==> config.mk <==
export PLATFORM = sky130hd
export DESIGN_NAME = mux4_rr_arbiter
export DESIGN_NICKNAME = d
export VERILOG_FILES = /design/src/rtl/mux4_arb_pkg.sv /design/src/rtl/rr_pick4.sv /design/src/rtl/mux4_rr_arbiter.sv
export SDC_FILE = /design/constraint.sdc
export NUM_CORES = 1
export LEC_CHECK = 0
export ABC_AREA = 0
export CORE_ASPECT_RATIO = 0.8
export CORE_MARGIN = 2
export CORE_UTILIZATION = 45
export CTS_BUF_LIST = sky130_fd_sc_hd__clkbuf_2
export CTS_CLUSTER_DIAMETER = 150
export DETAILED_ROUTE_END_ITERATION = 6
export HOLD_SLACK_MARGIN = 0.1
export PLACE_DENSITY = 0.79
export SLEW_MARGIN = 15
export SYNTH_ARGS = -nofsm -noshare
export SYNTH_HDL_FRONTEND = slang
export SYNTH_SLANG_ARGS = --single-unit
==> constraint.sdc <==
create_clock -name clk -period 1.7 [get_ports clk]
set_input_delay 0.425 -clock clk [delete_from_list [all_inputs] [get_ports clk]]
set_output_delay 0.425 -clock clk [all_outputs]
set_load 0.03 [all_outputs]
==> src/rtl/mux4_arb_pkg.sv <==
// Shared types and helpers for the four-way round-robin mux arbiter.
package mux4_arb_pkg;

    localparam int NUM_REQ = 4;

    typedef enum logic {
        IDLE  = 1'b0,
        GRANT = 1'b1
    } state_e;

    function automatic logic [NUM_REQ-1:0] onehot(input logic [1:0] idx);
        onehot      = '0;
        onehot[idx] = 1'b1;
    endfunction

endpackage

==> src/rtl/rr_pick4.sv <==
// Combinational round-robin picker: first unmasked request after last, wrapping mod 4.
// Zero latency; no flow control.
module rr_pick4
    import mux4_arb_pkg::*;
(
    input  logic [NUM_REQ-1:0] req,
    input  logic [NUM_REQ-1:0] mask,
    input  logic [1:0]         last,
    output logic [1:0]         pick,
    output logic               any
);

    logic [NUM_REQ-1:0] eff_req;
    logic [1:0]         idx;

    assign eff_req = req & ~mask;

    // Walk from the farthest candidate (last itself) to the nearest (last+1)
    // so the nearest set request overwrites the others.
    always_comb begin
        pick = last;
        any  = 1'b0;
        idx  = last;
        for (int k = NUM_REQ; k >= 1; k--) begin
            idx = last + 2'(k);
            if (eff_req[idx]) begin
                pick = idx;
                any  = 1'b1;
            end
        end
    end

endmodule

==> src/rtl/mux4_rr_arbiter.sv <==
// Round-robin owner of a shared 4:1 data mux with bounded tenure (MAX_HOLD cycles).
// gnt/sel one edge after request, dout/dout_valid one edge later; no backpressure from consumer.
module mux4_rr_arbiter
    import mux4_arb_pkg::*;
#(
    parameter int DATA_W   = 2,
    parameter int MAX_HOLD = 4
) (
    input  logic              clk,
    input  logic              rst_n,
    input  logic [3:0]        req,
    input  logic [DATA_W-1:0] din_a,
    input  logic [DATA_W-1:0] din_b,
    input  logic [DATA_W-1:0] din_c,
    input  logic [DATA_W-1:0] din_d,
    output logic [3:0]        gnt,
    output logic [1:0]        sel,
    output logic [DATA_W-1:0] dout,
    output logic              dout_valid
);

    localparam logic [3:0] HOLD_LAST = 4'(MAX_HOLD - 1);

    state_e            state_q, state_d;
    logic [3:0]        gnt_q, gnt_d;
    logic [1:0]        sel_q, sel_d;
    logic [1:0]        last_q, last_d;
    logic [3:0]        hold_q, hold_d;
    logic [DATA_W-1:0] dout_q, dout_d;
    logic              dvld_q, dvld_d;

    logic [3:0]        pick_mask;
    logic [1:0]        pick;
    logic              pick_any;
    logic              owner_req;
    logic [DATA_W-1:0] mux_dat;

    // While granted, the picker only matters on release, where the owner is excluded.
    assign pick_mask = (state_q == GRANT) ? onehot(sel_q) : 4'b0000;
    assign owner_req = req[sel_q];

    rr_pick4 u_pick (
        .req  (req),
        .mask (pick_mask),
        .last (last_q),
        .pick (pick),
        .any  (pick_any)
    );

    always_comb begin
        case (sel_q)
            2'd0:    mux_dat = din_a;
            2'd1:    mux_dat = din_b;
            2'd2:    mux_dat = din_c;
            default: mux_dat = din_d;
        endcase
    end

    assign dvld_d = (state_q == GRANT) && owner_req;
    assign dout_d = dvld_d ? mux_dat : dout_q;

    always_comb begin
        state_d = state_q;
        gnt_d   = gnt_q;
        sel_d   = sel_q;
        last_d  = last_q;
        hold_d  = hold_q;
        case (state_q)
            IDLE: begin
                if (pick_any) begin
                    state_d = GRANT;
                    sel_d   = pick;
                    gnt_d   = onehot(pick);
                    last_d  = pick;
                    hold_d  = 4'd0;
                end else begin
                    gnt_d = 4'b0000;
                end
            end
            GRANT: begin
                if (owner_req && (hold_q < HOLD_LAST)) begin
                    hold_d = hold_q + 4'd1;
                end else if (pick_any) begin
                    sel_d  = pick;
                    gnt_d  = onehot(pick);
                    last_d = pick;
                    hold_d = 4'd0;
                end else if (owner_req) begin
                    hold_d = 4'd0;
                end else begin
                    state_d = IDLE;
                    gnt_d   = 4'b0000;
                end
            end
            default: begin
                state_d = IDLE;
                gnt_d   = 4'b0000;
            end
        endcase
    end

    always_ff @(posedge clk) begin
        if (!rst_n) begin
            state_q <= IDLE;
            gnt_q   <= 4'b0000;
            sel_q   <= 2'd0;
            last_q  <= 2'd3;
            hold_q  <= 4'd0;
            dout_q  <= '0;
            dvld_q  <= 1'b0;
        end else begin
            state_q <= state_d;
            gnt_q   <= gnt_d;
            sel_q   <= sel_d;
            last_q  <= last_d;
            hold_q  <= hold_d;
            dout_q  <= dout_d;
            dvld_q  <= dvld_d;
        end
    end

    assign gnt        = gnt_q;
    assign sel        = sel_q;
    assign dout       = dout_q;
    assign dout_valid = dvld_q;

endmodule

==> results by group <==
Status
  – Status: complete, but fails checks
  – Violated checks: setup timing

Synth
  – Synth area leader: dfxtp_1
  – Top post-synthesis cells by area: dfxtp_1, nor2b_1, mux4_2
  – Synth cell count leaders: dfxtp_1, nor2b_1, nand2_1, nor2_1, o21ai_1
  – Net count after synthesis: 112
  – Syn Area/Cell: 9.36 um2
  – Synth cell types: 40
  – Ys Warns: 0
  – EDFF count, synth: 0
  – Ys async rst share: 0
  – Flops & latches, synth: 16
  – Sequential area share after synthesis: 0.353
  – Primary FF master, synth: dfxtp_1
  – Synth top area share: 0.353
  – Top-count cell post-synth: dfxtp_1
  – Mapped Area: 908 um2
  – Cells after Synth: 97

CTS
  – Worst-Skew Late Latency: 0.30 ns
  – Bufs on Longest Clock Path: 2
  – CTS tree: built
  – CTS buffer count: 3
  – Worst-path clk slew: 0.17 ns
  – H-tree Lvls: 1
  – CTS sink count: 16
  – Clock root buffer: clkbuf_2

Detailed routing
  – Via count: 847
  – DRC Markers: 0
  – Vias per Instance: 5.39
  – 1st-pass router iterations: 4
  – Initial DRC Count: 22
  – Drt wl/cell: 13.9 um
  – Final ANT Viol Nets: 0
  – Total wire length: 2190 um

Hold path
  – Hold Path Class: reg -> reg

Setup path
  – Arr. time, crit path: 1.94 ns
  – Worst path top cell family by delay: compound AO/OA/AOI/OAI gates
  – Worst setup SP type: register
  – Critical path type: reg -> reg
  – CP bufs+invs: 0
  – Max stage delay on crit path: 0.41 ns
  – CP required: 1.89 ns
  – CP endpoint kind: register
  – CP max FO: 4
  – CP Cell Sequence: mux2_4, o22a_4, a221o_1, nor2b_4, a22oi_2, nor2b_1
  – Slowest CP cell: dfxtp_4

Floorplanning
  – Site Rows: 14
  – CORE AREA: 1890 um2
  – Die Y: 44.2 um
  – # IOs: 23
  – Die area: 2400 um2
  – Initial Util: 0.480
  – Chip Width: 54.2 um

Place
  – Final estimated routing congestion in global placement: 0.793
  – HPWL after DPL: 1630 um
  – Area after DPL: 1230 um2
  – Dpl cells: 152
  – PortBufs: 22

GRT
  – Largest net degree at the start of global routing: 17
  – Tot GR Track Use: 0.195
  – Overflow after GRT: 0
  – Global-route wire length before repair: 3360 um
  – Initial antenna violation count: 0
  – Vias in the first global route: 786

STA
  – Clock skew: 0.0224 ns
  – Tcrit/Tclk final: 1.03
  – Worst-Margin Slew: 0.505 ns
  – Final Max Slew Viols: 0
  – Fmax: 0.570 GHz
  – RSZ-0062 raised after global routing: true
  – Worst setup margin: -0.0536 ns
  – Final setup viols: 2
  – Fin crit period: 1.75 ns
  – Slew margin rel.: 0.662
  – Final hold vios: 0
  – Setup TNS Final: -0.0962 ns

Power
  – Net Sw Frac: 0.404
  – Pleak: 0.539 nW
  – Clock Power Share: 0.121
  – Sequential power share: 0.364
  – VDD IR-drop max: 0.000648 V
  – Power density over cell area: 1120 nW/um2
  – Sw power: 582 uW
  – Pint: 859 uW
  – Combinational share of power: 0.515

Cells and area
  – Final design area excluding fillers: 1280 um2
  – Ant diodes: 0
  – Fin cells: 157
  – Fillcell total: 156
  – Final core utilization: 0.678
  – Synth-to-layout area growth: 41.2%
  – Layout cells sized above 1: 0.278
  – Final #Nets: 149

Job
  – Max cap viols: 0
placed cells by master, fill, tap and decap left out, types with 3 or more instances in the layout:
cell	count
a21boi_0	3
a31oi_1	3
and3_1	3
buf_4	12
clkbuf_2	3
clkdlybuf4s50_1	9
dfxtp_1	13
dlygate4sd2_1	13
mux2i_1	3
nand2_1	8
nor2_1	6
nor2b_1	9
o21ai_1	3
cells by family after synthesis:
| group | Yosys count | share of synthesized area |
|---|---|---|
| AO/OA/AOI/OAI | 28 | 0.247 |
| flip-flops | 16 | 0.353 |
| AND/OR/NAND/NOR | 42 | 0.259 |
| multiplexers | 6 | 0.0992 |
| adder cells (fa/ha/maj) | 1 | 0.0138 |
| buffers and inverters | 4 | 0.0289 |
registers in the layout (all words and copies together), names as in the netlist:
signal	count
state_q	1
last_q	2
gnt	4
dout_valid	1
sel	2
hold_q	4
dout	2
worst register-to-register path: stages, from the launching register on:
cell and delay, ns:
dfxtp_4 0.41, mux2_4 0.31, o22a_4 0.20, a221o_1 0.37
nor2b_4 0.15, a22oi_2 0.15, nor2b_1 0.06
power groups by stage:
| stage | combinational [mW] | sequential [mW] | clock (mW) |
|---|---|---|---|
| 4_1_cts | 0.681 | 0.520 | 0.184 |
| 5_1_grt | 0.802 | 0.534 | 0.188 |
| 3_5_place_dp | 0.711 | 0.529 | 0 |
| 2_1_floorplan | 0.419 | 0.593 | 0 |
| 6_report | 0.742 | 0.525 | 0.174 |
| 3_3_place_gp | 0.700 | 0.527 | 0 |
path summary, 6_finish.rpt:
check / startpoint / to / slack, ns / cells past startpoint
worst max-delay path: sel[0]$_SDFFE_PN0P_ / gnt[3]$_SDFFE_PN0P_ / -0.05 / 6
worst min-delay path: gnt[2]$_SDFFE_PN0P_ / gnt[2]$_SDFFE_PN0P_ / 0.48 / 2
worst max register to register: sel[0]$_SDFFE_PN0P_ / gnt[3]$_SDFFE_PN0P_ / -0.05 / 6
worst min register to register: gnt[2]$_SDFFE_PN0P_ / gnt[2]$_SDFFE_PN0P_ / 0.48 / 2
repair_timing:
action / CTS / global route
endpoints found under the setup margin: 19 / 10
pin swaps: 3 / 3
hold buffers: 0 / 0
gates resized for setup: 13 / 11
buffers inserted: 0 / 1
area by class of cell:
class | count | area, um2 | share of cell area
well taps | 24 | 30.0 | 0.0234
multi-input cells | 77 | 598 | 0.466
clock inverters | 1 | 3.75 | 0.00293
inverters | 1 | 3.75 | 0.00293
repair buffers | 35 | 305 | 0.238
clock buffers | 3 | 15.0 | 0.0117
flip-flops and latches | 16 | 327 | 0.255
layer usage:
layer,part of all wire,global-route usage,up-vias
met3,0.054,0.0709,0
met5,0,0,-
met2,0.48,0.313,22
li1,-,-,428
met1,0.47,0.247,397
met4,0,0.0500,0
metrics by stage:
stage	hold slack (ns)	power, mW	setup WS, ns
after floorplan	0.446	1.01	0.00660
after global placement	0.451	1.23	-0.427
after detailed placement	0.448	1.24	-0.463
after CTS	0.472	1.38	-0.0504
after global routing	0.500	1.53	-0.0704
final	0.481	1.44	-0.0536
No activity file was read; power rests on OpenSTA's default activity.
